## config.mk

```make
export PLATFORM = sky130hd
export DESIGN_NAME = serial_pair_transmitter_flat
export DESIGN_NICKNAME = d
export VERILOG_FILES = /design/src/rtl/serial_pair_transmitter_if.sv /design/src/rtl/serial_pair_transmitter.sv /design/src/flat_wrapper.sv
export SDC_FILE = /design/constraint.sdc
export NUM_CORES = 1
export LEC_CHECK = 0
export BUFFER_PORTS_ARGS = -buffer_cell sky130_fd_sc_hd__buf_2
export CAP_MARGIN = 0
export CELL_PAD_IN_SITES_DETAIL_PLACEMENT = 1
export CELL_PAD_IN_SITES_GLOBAL_PLACEMENT = 1
export CORE_ASPECT_RATIO = 1.4
export CORE_MARGIN = 4
export CORE_UTILIZATION = 41
export DETAILED_ROUTE_END_ITERATION = 6
export PLACE_DENSITY = 0.85
export SLEW_MARGIN = 20
export SYNTH_ARGS = -nofsm -noshare
export SYNTH_HDL_FRONTEND = slang
export SYNTH_SLANG_ARGS = --single-unit
```

## constraint.sdc

```tcl
create_clock -name clk -period 2.3 [get_ports clk]
set_clock_uncertainty 0.1 [all_clocks]
set_input_delay 0.575 -clock clk [delete_from_list [all_inputs] [get_ports clk]]
set_output_delay 0.575 -clock clk [all_outputs]
set_load 0.005 [all_outputs]
```

## src/rtl/serial_pair_transmitter_if.sv

```systemverilog
// Handshake bundle for the serial pair transmitter: parallel word-pair intake
// and serial bit-pair output. The slave modport is the transmitter side.
interface serial_pair_transmitter_if #(
  parameter int WIDTH = 8
);
  logic             in_valid;
  logic             in_ready;
  logic [WIDTH-1:0] in_a;
  logic [WIDTH-1:0] in_b;
  logic             out_ready;
  logic             out_valid;
  logic             a;
  logic             b;
  logic             out_first;
  logic             out_last;

  modport master (
    output in_valid, in_a, in_b, out_ready,
    input  in_ready, out_valid, a, b, out_first, out_last
  );

  modport slave (
    input  in_valid, in_a, in_b, out_ready,
    output in_ready, out_valid, a, b, out_first, out_last
  );
endinterface

```

## src/rtl/serial_pair_transmitter.sv

```systemverilog
// Serialises a pair of WIDTH-bit words into lock-stepped bit pairs with
// valid/ready flow control on both sides; back-to-back words stream gap-free.
//
// state | meaning
// IDLE  | no word held, outputs quiet, ready for a new pair
// SHIFT | word pair held, one bit pair presented per consumption
module serial_pair_transmitter #(
  parameter int WIDTH     = 8,
  parameter bit MSB_FIRST = 1'b1
) (
  input logic                   clk,
  input logic                   rst_n,
  serial_pair_transmitter_if.slave bus
);
  localparam int CW = (WIDTH > 1) ? $clog2(WIDTH) : 1;
  localparam logic [CW-1:0] LAST_IDX = CW'(WIDTH - 1);

  typedef enum logic {IDLE = 1'b0, SHIFT = 1'b1} state_e;

  state_e           state_q, state_d;
  logic [WIDTH-1:0] sh_a_q, sh_a_d, sh_b_q, sh_b_d;
  logic [WIDTH-1:0] nxt_a, nxt_b;
  logic [CW-1:0]    cnt_q, cnt_d;
  logic             a_q, a_d, b_q, b_d;
  logic             first_q, first_d, last_q, last_d;
  logic             valid_q, valid_d;
  logic             consume, accept, in_ready;

  function automatic logic head(input logic [WIDTH-1:0] w);
    return MSB_FIRST ? w[WIDTH-1] : w[0];
  endfunction

  function automatic logic [WIDTH-1:0] advance(input logic [WIDTH-1:0] w);
    return MSB_FIRST ? (w << 1) : (w >> 1);
  endfunction

  // Freeing the slot on a consumed last bit lets the next word reload with no bubble.
  assign consume  = valid_q && bus.out_ready;
  assign in_ready = (state_q == IDLE) || (consume && last_q);
  assign accept   = bus.in_valid && in_ready;

  always_comb begin
    state_d = state_q;
    sh_a_d  = sh_a_q;
    sh_b_d  = sh_b_q;
    cnt_d   = cnt_q;
    a_d     = a_q;
    b_d     = b_q;
    first_d = first_q;
    last_d  = last_q;
    valid_d = valid_q;
    nxt_a   = advance(sh_a_q);
    nxt_b   = advance(sh_b_q);

    if (accept) begin
      state_d = SHIFT;
      sh_a_d  = bus.in_a;
      sh_b_d  = bus.in_b;
      cnt_d   = '0;
      a_d     = head(bus.in_a);
      b_d     = head(bus.in_b);
      first_d = 1'b1;
      last_d  = (LAST_IDX == '0);
      valid_d = 1'b1;
    end else if (consume) begin
      if (last_q) begin
        state_d = IDLE;
        cnt_d   = '0;
        a_d     = 1'b0;
        b_d     = 1'b0;
        first_d = 1'b0;
        last_d  = 1'b0;
        valid_d = 1'b0;
      end else begin
        sh_a_d  = nxt_a;
        sh_b_d  = nxt_b;
        cnt_d   = cnt_q + 1'b1;
        a_d     = head(nxt_a);
        b_d     = head(nxt_b);
        first_d = 1'b0;
        last_d  = (cnt_d == LAST_IDX);
      end
    end
  end

  always_ff @(posedge clk) begin
    if (!rst_n) begin
      state_q <= IDLE;
      sh_a_q  <= '0;
      sh_b_q  <= '0;
      cnt_q   <= '0;
      a_q     <= 1'b0;
      b_q     <= 1'b0;
      first_q <= 1'b0;
      last_q  <= 1'b0;
      valid_q <= 1'b0;
    end else begin
      state_q <= state_d;
      sh_a_q  <= sh_a_d;
      sh_b_q  <= sh_b_d;
      cnt_q   <= cnt_d;
      a_q     <= a_d;
      b_q     <= b_d;
      first_q <= first_d;
      last_q  <= last_d;
      valid_q <= valid_d;
    end
  end

  assign bus.in_ready  = in_ready;
  assign bus.out_valid = valid_q;
  assign bus.a         = a_q;
  assign bus.b         = b_q;
  assign bus.out_first = first_q;
  assign bus.out_last  = last_q;
endmodule

```

## src/flat_wrapper.sv

```systemverilog
// flat-port wrapper written by rule: the top's interface ports become plain ports
module serial_pair_transmitter_flat 
#(
  parameter int WIDTH     = 8,
  parameter bit MSB_FIRST = 1'b1
)
  (clk, rst_n, bus_in_valid, bus_in_a, bus_in_b, bus_out_ready, bus_in_ready, bus_out_valid, bus_a, bus_b, bus_out_first, bus_out_last);
  serial_pair_transmitter_if #(.WIDTH(WIDTH)) bus_i ();
  input logic clk;
  input logic rst_n;
  input wire logic [$bits(bus_i.in_valid)-1:0] bus_in_valid;
  input wire logic [$bits(bus_i.in_a)-1:0] bus_in_a;
  input wire logic [$bits(bus_i.in_b)-1:0] bus_in_b;
  input wire logic [$bits(bus_i.out_ready)-1:0] bus_out_ready;
  output wire logic [$bits(bus_i.in_ready)-1:0] bus_in_ready;
  output wire logic [$bits(bus_i.out_valid)-1:0] bus_out_valid;
  output wire logic [$bits(bus_i.a)-1:0] bus_a;
  output wire logic [$bits(bus_i.b)-1:0] bus_b;
  output wire logic [$bits(bus_i.out_first)-1:0] bus_out_first;
  output wire logic [$bits(bus_i.out_last)-1:0] bus_out_last;
  assign bus_i.in_valid = bus_in_valid;
  assign bus_i.in_a = bus_in_a;
  assign bus_i.in_b = bus_in_b;
  assign bus_i.out_ready = bus_out_ready;
  assign bus_in_ready = bus_i.in_ready;
  assign bus_out_valid = bus_i.out_valid;
  assign bus_a = bus_i.a;
  assign bus_b = bus_i.b;
  assign bus_out_first = bus_i.out_first;
  assign bus_out_last = bus_i.out_last;
  serial_pair_transmitter #(.WIDTH(WIDTH), .MSB_FIRST(MSB_FIRST)) u_core (.clk(clk), .rst_n(rst_n), .bus(bus_i));
endmodule
```

# After elaboration in Yosys (flattened, before gate mapping)
# Cells that the tools add are included.
# classes
n_bitwise,2
addsub,1
n_eq_ne,2
n_reduce_logical,9
n_mux,19
# ops
operator,count
$mux 7,6
$mux 1,12
$reduce_and 2->1,2
$reduce_bool 2->1,2
$add 3x1->3 const B,1
$eq 3x3->1 const B,1
$logic_and 1x1->1,3
$mux 3,1
$ne 2x2->1 const B,1
$not 1->1,2
$reduce_or 2->1,1
$logic_or 1x1->1,1
# totals
word_cells,41
ff_bits,22
out_inout_bits,6

# Longest topological paths before layout
# Gate-level depths: netlist (run 1).
# depth
word_depth,6
mapped_depth,5
ltp_nobuf,4

# Worst setup path after synthesis (run 1)
# No wires, ideal clock.
# synth_path
path_type,input to output
startpoint,input port bus_out_ready
endpoint,output port bus_in_ready
arrival_time_ps,874
setup_slack_ps,751
required_time_ps,1625
path_stages,2
n_path_buf,0
path_cell_list,a21boi_4 -> inv_2
# synth_via
elab_chain_cells,3
# synth_lines
item,line_no,rtl
"start, declared",flat_wrapper.sv:14,input wire logic [$bits(bus_i.out_ready)-1:0] bus_out_ready;
$logic_and 1x1->1,serial_pair_transmitter.sv:38,assign consume = valid_q && bus.out_ready;
$logic_and 1x1->1,serial_pair_transmitter.sv:39,assign in_ready = (state_q == IDLE) || (consume && last_q);
$logic_or 1x1->1,serial_pair_transmitter.sv:39,
"end, declared",flat_wrapper.sv:15,output wire logic [$bits(bus_i.in_ready)-1:0] bus_in_ready;
# Every way passes these cells.

# Worst setup path in the final report (run 1)
# layout_path
startpoint,register u_core.state_q
endpoint,output port bus_in_ready
# layout_via
elab_chain_cells,3
elab_cells_between_ends,4
classes_between,bitwise (1); reduce/logical (3)
# layout_lines
item,line_no,rtl
"start, declared",serial_pair_transmitter.sv:20,"state_e state_q, state_d;"
"start signal, assigned",serial_pair_transmitter.sv:98,state_q <= state_d;
$logic_and 1x1->1 (2 in series),n/a,
$logic_or 1x1->1 (*),serial_pair_transmitter.sv:39,
# Mark *: on every way between the ends. The rest lies on a longest branch, timed or not.

==> impl_results.html, run 1 <==
<table>
<tr><th>Metric</th><th>Value</th></tr>
<tr><th colspan="2">Floorplan</th></tr>
<tr><td>Die extent in y</td><td>68.8 microns</td></tr>
<tr><td>Core Footprint</td><td>0.00247 sq mm</td></tr>
<tr><td>Die X</td><td>51.4 microns</td></tr>
<tr><td>Die Area</td><td>around 0.0035 sq mm</td></tr>
<tr><td>Number of standard-cell rows in the floorplan</td><td>21</td></tr>
<tr><td>Initial core utilization</td><td>43.8%</td></tr>
<tr><td>Top-Level Pins</td><td>26</td></tr>
<tr><th colspan="2">Route</th></tr>
<tr><td>Antenna Violating Nets Remaining</td><td>0</td></tr>
<tr><td>Iteration count of the initial detailed-routing pass</td><td>4</td></tr>
<tr><td>Routed wire length</td><td>2690 microns</td></tr>
<tr><td>Violation count after the first detailed-routing iteration</td><td>25</td></tr>
<tr><td>Avg WL per Cell</td><td>15.0 microns</td></tr>
<tr><td>Drt via density</td><td>5.53</td></tr>
<tr><td>Routed vias</td><td>989</td></tr>
<tr><td>Post-route DRC</td><td>0</td></tr>
<tr><th colspan="2">Clock network</th></tr>
<tr><td>Number of clock buffers inserted by TritonCTS</td><td>3</td></tr>
<tr><td>Postcts setup bufs</td><td>0</td></tr>
<tr><td>TritonCTS clock tree</td><td>built</td></tr>
<tr><td># resized after CTS</td><td>0</td></tr>
<tr><td>Clock latency reported for the late side of the worst-skew pair</td><td>300 ps</td></tr>
<tr><td>Maximum level of the CTS H-tree</td><td>1</td></tr>
<tr><td>Number of clock sinks</td><td>22</td></tr>
<tr><td>Hold buffer count at cts</td><td>0</td></tr>
<tr><td>Post-CTS clock slew at the launch and capture registers of the worst setup and hold paths</td><td>approximately 110 ps</td></tr>
<tr><td>Buffer type at the clock tree root</td><td>sky130_fd_sc_hd__clkbuf_4</td></tr>
<tr><td>Maximum buffer depth of the clock tree</td><td>2</td></tr>
<tr><th colspan="2">Worst setup path</th></tr>
<tr><td>WP data required</td><td>1620 ps</td></tr>
<tr><td>CP startpoint kind</td><td>flip-flop</td></tr>
<tr><td>Signal arrival time at the worst endpoint</td><td>1220 ps</td></tr>
<tr><td>Largest incremental delay on the critical path</td><td>480 ps</td></tr>
<tr><td>Critical path capture point type</td><td>output pin</td></tr>
<tr><td>Largest delay contributor family on the critical path</td><td>flip-flops</td></tr>
<tr><td>Chain of cells forming the critical path</td><td>a21boi_4 -&gt; inv_2 -&gt; buf_2</td></tr>
<tr><td>Logic depth of the worst register-to-register path</td><td>3</td></tr>
<tr><td>R2R Path Start</td><td>u_core.bus.out_last</td></tr>
<tr><td>RR Endpoint</td><td>u_core.sh_a_q[2]</td></tr>
<tr><td>Worst-path maximum fanout</td><td>9</td></tr>
<tr><td>Number of buffers and inverters on the critical path</td><td>2</td></tr>
<tr><td>Critical path's slowest cell</td><td>sky130_fd_sc_hd__dfxtp_1</td></tr>
<tr><td>Minimum setup slack among reg-to-reg paths</td><td>630 ps</td></tr>
<tr><td>Critical Setup Path Class</td><td>reg2out</td></tr>
<tr><th colspan="2">Min path</th></tr>
<tr><td>Kind of path behind the tightest hold check</td><td>reg2reg</td></tr>
<tr><td>Startpoint of the most critical hold path</td><td>u_core.bus.out_first</td></tr>
<tr><td>Worst hold path stage count</td><td>2</td></tr>
<tr><td>End point of the worst hold path</td><td>u_core.bus.out_first</td></tr>
<tr><th colspan="2">Power</th></tr>
<tr><td>Largest voltage drop on the vdd net</td><td>0.288 mV</td></tr>
<tr><td>Leak Pwr</td><td>0.473 nW</td></tr>
<tr><td>Pwr per Cell Area</td><td>582 mW/mm^2</td></tr>
<tr><th colspan="2">Finish</th></tr>
<tr><td>Share of post-route cells with drive strength above 1</td><td>28.3%</td></tr>
<tr><td>Number of inserted diodes</td><td>0</td></tr>
<tr><td>Most common library cell in the layout ignoring fill and taps</td><td>sky130_fd_sc_hd__nand2_1</td></tr>
<tr><td>Commonest cells after routing, fill and taps aside</td><td>sky130_fd_sc_hd__nand2_1, sky130_fd_sc_hd__buf_2, sky130_fd_sc_hd__dfxtp_1</td></tr>
<tr><td>Number of fillers in the final layout</td><td>326</td></tr>
<tr><td>Final design instance area without fill</td><td>0.00122 sq mm</td></tr>
<tr><td>Area Growth Syn to Fin</td><td>12.7%</td></tr>
<tr><td>Number of nets in the layout</td><td>169</td></tr>
<tr><th colspan="2">Synth</th></tr>
<tr><td>Synth Area in XOR/XNOR</td><td>0.809%</td></tr>
<tr><td>Synth Net Count</td><td>approximately 140</td></tr>
<tr><td>Proportion of synthesized area in mux cells</td><td>0.925%</td></tr>
<tr><td>Async SR Flop Fraction</td><td>0%</td></tr>
<tr><td>Synth Area in Adders</td><td>2.31%</td></tr>
<tr><td>Largest family of logic cells by synthesized area</td><td>simple AND/OR/NAND/NOR gates</td></tr>
<tr><td>Post-synthesis instance area</td><td>0.00108 sq mm</td></tr>
<tr><td>YS warnings</td><td>0</td></tr>
<tr><td>Simple-gate area share of the yosys netlist</td><td>24.2%</td></tr>
<tr><td>Sequential element share of the synthesized area</td><td>40.7%</td></tr>
<tr><td>FF+latch count, synth</td><td>22</td></tr>
<tr><td>Top FF cell, synth</td><td>sky130_fd_sc_hd__dfxtp_1</td></tr>
<tr><td>Number of distinct library cells after synthesis</td><td>32</td></tr>
<tr><td>Average footprint of a synthesized cell</td><td>approximately 9 sq um</td></tr>
<tr><td>Post-synthesis compound-gate area fraction</td><td>a little under a quarter</td></tr>
<tr><td>Synthesized netlist cell count</td><td>122</td></tr>
<tr><td>Number of flops mapped to enable cells by yosys</td><td>0</td></tr>
<tr><th colspan="2">Timing</th></tr>
<tr><td>Normalized max-slew margin</td><td>61.7%</td></tr>
<tr><td>Fmax</td><td>around 0.53 GHz</td></tr>
<tr><td>Minimum clock period after layout</td><td>1900 ps</td></tr>
<tr><td>Transition time of the tightest slew-check pin</td><td>572 ps</td></tr>
<tr><td>Count of final max-slew check failures</td><td>0</td></tr>
<tr><td>Hold violation count in the final report</td><td>0</td></tr>
<tr><td>Setup-failing EPs final</td><td>0</td></tr>
<tr><td>Final-layout setup total negative slack</td><td>0 ps</td></tr>
<tr><td>Setup repair after global routing missed its margin</td><td>false</td></tr>
<tr><td>Period utilisation layout</td><td>a little over 80%</td></tr>
<tr><th colspan="2">Place</th></tr>
<tr><td>Detailed-placement wirelength estimate</td><td>about 2000 microns</td></tr>
<tr><td>Placed inst area</td><td>0.00120 sq mm</td></tr>
<tr><td>Last weighted congestion value of the routability-driven placer</td><td>between 0.7 and 0.8</td></tr>
<tr><td>IO Port Bufs</td><td>25</td></tr>
<tr><th colspan="2">Global routing</th></tr>
<tr><td>Number of antenna violations at the first check in global routing</td><td>0</td></tr>
<tr><td>Vias in the first global route</td><td>1001</td></tr>
<tr><td>Pin count of the biggest net entering global routing</td><td>19</td></tr>
<tr><td>First-pass GRT wire length</td><td>4530 microns</td></tr>
<tr><td>Overflow left after global routing</td><td>0</td></tr>
<tr><td>GR Util All Layers</td><td>17.0%</td></tr>
<tr><th colspan="2">Outcome</th></tr>
<tr><td>Result of the run</td><td>completed</td></tr>
<tr><th colspan="2">Run</th></tr>
<tr><td>Maxcap violations</td><td>0</td></tr>
</table>
==> final cells by class <==
class                   instances  area (sq um)  area share (%)
multi-input cells              88           552            45.2
flip-flops and latches         22           440            36.1
repair buffers                 28           148            12.1
well taps                      34          42.5            3.49
clock buffers                   3          22.5            1.85
inverters                       4          15.0            1.23
==> routing by layer <==
| layer | global-route usage (%) | share of wire [%] |
|---|---|---|
| met1 | 19.9 | 41 |
| met4 | 8.20 | 2.5 |
| met3 | 2.37 | 4.1 |
| met5 | 0 | 0 |
| met2 | 30.4 | 53 |
==> flip-flops by register name (all words and copies together), names as in the netlist <==
signal	cells
u_core.bus.a	1
u_core.state_q	1
u_core.bus.b	1
u_core.sh_b_q	7
u_core.bus.out_last	1
u_core.bus.out_first	1
u_core.sh_a_q	7
u_core.cnt_q	3
==> through the flow <==
step                hold WS, ps  worst slack (ps)  total power, mW  util, %  instances
floorplan                   352               751            0.513        -        122
global placement            346               546            0.544     48.5        176
global route                416               311            0.749     49.4        179
detailed placement          373               472            0.551     48.5        176
CTS                         389               378            0.719     49.4        179
finish                      378               401            0.710     49.4        179
==> how the worst max path moves through the flow <==
| stage | to | startpoint | cells past startpoint | slack [ps] |
|---|---|---|---|---|
| after floorplan | bus_in_ready | bus_out_ready | 2 | 750 |
| after global placement | u_core.cnt_q[0] | bus_in_valid | 4 | 550 |
| after detailed placement | u_core.sh_a_q[2] | bus_out_ready | 4 | 470 |
| after CTS | bus_in_ready | u_core.state_q | 3 | 380 |
| after global routing | bus_in_ready | u_core.state_q | 3 | 310 |
| final | bus_in_ready | u_core.state_q | 3 | 400 |
==> tightest hold or removal path, delay by kind of cell (launching register included) <==
kind | cells | cell delay (ps)
flops | 1 | 330
simple gates | 1 | 50
compound gates | 1 | 60
==> cell families after synthesis <==
family | Yosys count
DFF | 22
buffers and inverters | 12
adders and majority gates | 2
AOI/OAI and AO/OA | 28
xor gates and xnor gates | 1
and+or+nand+nor | 56
muxes | 1
==> power by group <==
group / internal (mW) / total [mW] / switching (mW)
registers: 0.406 / 0.421 / 0.0146
clock network: 0.0611 / 0.169 / 0.108
logic: 0.0504 / 0.120 / 0.0697
==> synthesized netlist by cell type (2+ instances only) <==
library cell / instances / area share [%]
sky130_fd_sc_hd__nand3_1: 5 / 2.3
sky130_fd_sc_hd__a21oi_1: 8 / 3.7
sky130_fd_sc_hd__a311oi_1: 6 / 4.9
sky130_fd_sc_hd__buf_6: 3 / 3.1
sky130_fd_sc_hd__nand2_1: 28 / 9.7
sky130_fd_sc_hd__o211ai_1: 2 / 1.4
sky130_fd_sc_hd__nor3_1: 12 / 5.5
sky130_fd_sc_hd__nand3b_1: 2 / 1.4
sky130_fd_sc_hd__a311oi_2: 6 / 8.3
sky130_fd_sc_hd__dfxtp_1: 22 / 41
sky130_fd_sc_hd__ha_1: 2 / 2.3
sky130_fd_sc_hd__inv_1: 2 / 0.69
sky130_fd_sc_hd__o21ai_0: 3 / 1.4
sky130_fd_sc_hd__nor2_1: 3 / 1.0
Power figures use the tool's default switching activity.
==> run 2, diff against run 1 <==
Settings changed: ABC_AREA from default to 1, CORE_UTILIZATION 41 to 37, PLACE_DENSITY 0.85 to 0.8.
Clock period 2.3 ns to 1.75 ns, I/O delays scaled along.
==> run 2 against run 1 <==
Count of clock-buffer cells in the layout grew 1. Worst hold slack worse by 38 ps. Sequential share of layout area is 3.7 points lower. Sequential cell count unchanged. Final area increased by 11%. Worst setup slack got worse by 300 ps. Cell count grew 22%. Combinational power increased by 70%. Routed wire length increased by 18%. Utilization decreased by 2.7 points. Critical path type unchanged. Critical endpoint unchanged.
==> impl_results.html, run 2 <==
<table>
<tr><th>Metric</th><th>Value</th></tr>
<tr><th colspan="2">Timing</th></tr>
<tr><td>Transition time of the tightest slew-check pin</td><td>326 ps</td></tr>
<tr><td>Normalized max-slew margin</td><td>a little under 80%</td></tr>
<tr><td>Final-layout setup total negative slack</td><td>0 ps</td></tr>
<tr><td>Setup-failing EPs final</td><td>0</td></tr>
<tr><td>Setup repair after global routing missed its margin</td><td>false</td></tr>
<tr><td>Count of final max-slew check failures</td><td>0</td></tr>
<tr><td>Fmax</td><td>0.608 GHz</td></tr>
<tr><td>Hold violation count in the final report</td><td>0</td></tr>
<tr><td>Minimum clock period after layout</td><td>1650 ps</td></tr>
<tr><td>Slack of the critical path</td><td>~100 ps</td></tr>
<tr><td>Period utilisation layout</td><td>94.0%</td></tr>
<tr><th colspan="2">Floorplan</th></tr>
<tr><td>Number of standard-cell rows in the floorplan</td><td>23</td></tr>
<tr><td>Die Area</td><td>roughly 0.0040 sq mm</td></tr>
<tr><td>Core Footprint</td><td>0.00291 sq mm</td></tr>
<tr><td>Die X</td><td>54.9 microns</td></tr>
<tr><td>Top-Level Pins</td><td>26</td></tr>
<tr><td>Die extent in y</td><td>73.6 microns</td></tr>
<tr><td>Initial core utilization</td><td>39.1%</td></tr>
<tr><th colspan="2">Global routing</th></tr>
<tr><td>Pin count of the biggest net entering global routing</td><td>34</td></tr>
<tr><td>Number of antenna violations at the first check in global routing</td><td>0</td></tr>
<tr><td>First-pass GRT wire length</td><td>5400 microns</td></tr>
<tr><td>Vias in the first global route</td><td>1197</td></tr>
<tr><td>GR Util All Layers</td><td>18.1%</td></tr>
<tr><td>Overflow left after global routing</td><td>0</td></tr>
<tr><th colspan="2">Clock network</th></tr>
<tr><td>Postcts setup bufs</td><td>0</td></tr>
<tr><td>Number of clock sinks</td><td>22</td></tr>
<tr><td>Buffer type at the clock tree root</td><td>sky130_fd_sc_hd__clkbuf_8</td></tr>
<tr><td>Maximum level of the CTS H-tree</td><td>1</td></tr>
<tr><td>Number of clock buffers inserted by TritonCTS</td><td>3</td></tr>
<tr><td>Post-CTS clock slew at the launch and capture registers of the worst setup and hold paths</td><td>roughly 80 ps</td></tr>
<tr><td>Maximum buffer depth of the clock tree</td><td>2</td></tr>
<tr><td>TritonCTS clock tree</td><td>built</td></tr>
<tr><td>Clock latency reported for the late side of the worst-skew pair</td><td>~260 ps</td></tr>
<tr><td>Hold buffer count at cts</td><td>0</td></tr>
<tr><td># resized after CTS</td><td>0</td></tr>
<tr><th colspan="2">Synth</th></tr>
<tr><td>Async SR Flop Fraction</td><td>0%</td></tr>
<tr><td>Leading area contributor after synthesis</td><td>sky130_fd_sc_hd__dfxtp_1</td></tr>
<tr><td>YS warnings</td><td>0</td></tr>
<tr><td>Synth Net Count</td><td>about 180</td></tr>
<tr><td>Top FF cell, synth</td><td>sky130_fd_sc_hd__dfxtp_1</td></tr>
<tr><td>Post-synthesis instance area</td><td>0.00114 sq mm</td></tr>
<tr><td>Number of distinct library cells after synthesis</td><td>19</td></tr>
<tr><td>FF+latch count, synth</td><td>22</td></tr>
<tr><td>Library cell with the highest instance count after synthesis</td><td>sky130_fd_sc_hd__nand2_1</td></tr>
<tr><td>Number of flops mapped to enable cells by yosys</td><td>0</td></tr>
<tr><td>Synthesized netlist cell count</td><td>157</td></tr>
<tr><td>Sequential element share of the synthesized area</td><td>about two fifths</td></tr>
<tr><td>Proportion of netlist area held by the largest area contributor</td><td>38.7%</td></tr>
<tr><td>Biggest area contributors in the synthesized netlist</td><td>sky130_fd_sc_hd__dfxtp_1, sky130_fd_sc_hd__nand2_1, sky130_fd_sc_hd__a21oi_1</td></tr>
<tr><td>Average footprint of a synthesized cell</td><td>7.24 sq um</td></tr>
<tr><td>Top post-synthesis cells by count</td><td>sky130_fd_sc_hd__nand2_1, sky130_fd_sc_hd__dfxtp_1, sky130_fd_sc_hd__a21oi_1</td></tr>
<tr><th colspan="2">Worst setup path</th></tr>
<tr><td>CP startpoint kind</td><td>flip-flop</td></tr>
<tr><td>Worst-path maximum fanout</td><td>10</td></tr>
<tr><td>Critical Setup Path Class</td><td>reg2out</td></tr>
<tr><td>Critical path capture point type</td><td>output pin</td></tr>
<tr><td>Largest incremental delay on the critical path</td><td>430 ps</td></tr>
<tr><td>Chain of cells forming the critical path</td><td>nand2_1 -&gt; nand2_4 -&gt; buf_2</td></tr>
<tr><td>Signal arrival time at the worst endpoint</td><td>1110 ps</td></tr>
<tr><td>WP data required</td><td>1210 ps</td></tr>
<tr><td>Critical path's slowest cell</td><td>sky130_fd_sc_hd__dfxtp_1</td></tr>
<tr><th colspan="2">Place</th></tr>
<tr><td>Setup slack after placement</td><td>145 ps</td></tr>
<tr><td>IO Port Bufs</td><td>25</td></tr>
<tr><td>Last weighted congestion value of the routability-driven placer</td><td>0.752</td></tr>
<tr><td>Detailed-placement wirelength estimate</td><td>around 2300 microns</td></tr>
<tr><th colspan="2">Power</th></tr>
<tr><td>Portion of total power attributed to combinational logic</td><td>around 18%</td></tr>
<tr><td>Switching fraction of total power</td><td>27.4%</td></tr>
<tr><td>Sequential power share</td><td>49.5%</td></tr>
<tr><td>Fraction of power consumed by the clock network</td><td>approximately 33%</td></tr>
<tr><td>Pwr per Cell Area</td><td>~830 mW/mm^2</td></tr>
<tr><td>Leak Pwr</td><td>approximately 0.61 nW</td></tr>
<tr><td>Int Pwr</td><td>0.819 mW</td></tr>
<tr><td>Largest voltage drop on the vdd net</td><td>about 0.53 mV</td></tr>
<tr><td>Total net switching power</td><td>0.309 mW</td></tr>
<tr><th colspan="2">Outcome</th></tr>
<tr><td>Result of the run</td><td>completed</td></tr>
<tr><th colspan="2">Route</th></tr>
<tr><td>Post-route DRC</td><td>0</td></tr>
<tr><td>Routed wire length</td><td>3170 microns</td></tr>
<tr><td>Iteration count of the initial detailed-routing pass</td><td>4</td></tr>
<tr><td>Violation count after the first detailed-routing iteration</td><td>13</td></tr>
<tr><td>Routed vias</td><td>approximately 1200</td></tr>
<tr><td>Drt via density</td><td>5.33</td></tr>
<tr><td>Avg WL per Cell</td><td>14.5 microns</td></tr>
<tr><td>Antenna Violating Nets Remaining</td><td>0</td></tr>
<tr><th colspan="2">Finish</th></tr>
<tr><td>Number of inserted diodes</td><td>0</td></tr>
<tr><td>Number of fillers in the final layout</td><td>398</td></tr>
<tr><td>Share of post-route cells with drive strength above 1</td><td>a little over a fifth</td></tr>
<tr><td>Most common library cell in the layout ignoring fill and taps</td><td>sky130_fd_sc_hd__nand2_1</td></tr>
<tr><td>Number of nets in the layout</td><td>between 200 and 250</td></tr>
<tr><td>Largest regs</td><td>u_core.sh_a_q x7, u_core.sh_b_q x7, u_core.cnt_q x3</td></tr>
<tr><td>Area taken by flip-flops and latches</td><td>440 sq um</td></tr>
<tr><td>Area of combinational cells with multiple inputs</td><td>slightly above 600 sq um</td></tr>
<tr><td>Commonest cells after routing, fill and taps aside</td><td>sky130_fd_sc_hd__nand2_1, sky130_fd_sc_hd__buf_2, sky130_fd_sc_hd__dfxtp_1</td></tr>
<tr><td>Area Growth Syn to Fin</td><td>19.4%</td></tr>
<tr><th colspan="2">Min path</th></tr>
<tr><td>Kind of path behind the tightest hold check</td><td>in2reg</td></tr>
<tr><th colspan="2">Run</th></tr>
<tr><td>Maxcap violations</td><td>0</td></tr>
</table>
run 2: cell types whose count changed in the layout (fill, tap and decap cells not counted), moves of 3 or more:
| cell | previous run | this run |
|---|---|---|
| sky130_fd_sc_hd__nand3b_1 | 2 | 13 |
| sky130_fd_sc_hd__nand4_1 | 0 | 11 |
| sky130_fd_sc_hd__a21oi_1 | 8 | 21 |
| sky130_fd_sc_hd__a311oi_1 | 6 | 0 |
| sky130_fd_sc_hd__inv_1 | 2 | 6 |
| sky130_fd_sc_hd__clkbuf_8 | 0 | 4 |
| sky130_fd_sc_hd__nor3_1 | 12 | 0 |
| sky130_fd_sc_hd__a311oi_2 | 6 | 0 |
| sky130_fd_sc_hd__buf_4 | 3 | 7 |
| sky130_fd_sc_hd__nand3_1 | 5 | 20 |
| sky130_fd_sc_hd__clkbuf_4 | 3 | 0 |
| sky130_fd_sc_hd__nand2_1 | 28 | 39 |
run 2: worst max-delay path, delay by kind of cell (launching register included):
family / cells / cell delay (ps)
flops: 1 / 430
buf+inv: 1 / 150
simple gates: 2 / 260
run 2: worst paths after layout:
check | start | endpoint | slack (ps) | cells after the start
setup / recovery | u_core.bus.out_last | bus_in_ready | 100 | 3
hold / removal | rst_n | u_core.sh_a_q[6] | 340 | 3
setup reg to reg | u_core.bus.out_last | u_core.sh_a_q[3] | 340 | 6
hold reg to reg | u_core.bus.out_first | u_core.bus.out_first | 370 | 2
run 2: per-layer routing:
| metal | track usage, % | part of all wire, % | up-vias |
|---|---|---|---|
| met1 | 22.2 | 42 | 554 |
| met4 | 5.82 | 1.1 | 0 |
| met5 | 0 | 0 | - |
| met2 | 31.2 | 52 | 27 |
| met3 | 2.84 | 4.6 | 4 |
| li1 | - | - | 583 |
run 2: cells by family (layout without fill, tap and decap cells):
| logic type | count (synthesis) | in the layout | share of synthesized area, % |
|---|---|---|---|
| AOI/OAI and AO/OA | 22 | 22 | 9.68 |
| adders and majority gates | 2 | 2 | 2.20 |
| DFF | 22 | 22 | 38.7 |
| xor gates and xnor gates | 1 | 1 | 0.770 |
| buffers and inverters | 19 | 44 | 7.81 |
| and+or+nand+nor | 91 | 91 | 40.8 |
run 2: layout make-up:
| cell class | instances | share of cell area (%) |
|---|---|---|
| multi-input combinational | 116 | 44.8 |
| inverter | 8 | 2.21 |
| tap | 37 | 3.41 |
| timing repair buffer | 32 | 13.1 |
| sequential | 22 | 32.4 |
| clock buffer | 4 | 4.06 |
run 2: through the flow:
step | hold slack (ps) | power (mW) | cells | cell area (sq um) | utilization (%)
after global routing | 352 | 1.20 | 219 | 1360 | 46.7
after CTS | 336 | 1.14 | 219 | 1360 | 46.7
final | 340 | 1.13 | 219 | 1360 | 46.7
after floorplan | 357 | 0.703 | 157 | 1140 | -
after global placement | 362 | 0.765 | 215 | 1300 | 44.8
after detailed placement | 359 | 0.776 | 215 | 1300 | 44.8
run 2: power by group through the flow:
stage               Combinational (mW)  Clock [mW]  Sequential (mW)
floorplan                        0.137           0            0.566
global placement                 0.197           0            0.568
detailed placement               0.206           0            0.569
CTS                              0.208       0.377            0.558
global route                     0.231       0.409            0.563
finish                           0.204       0.366            0.558
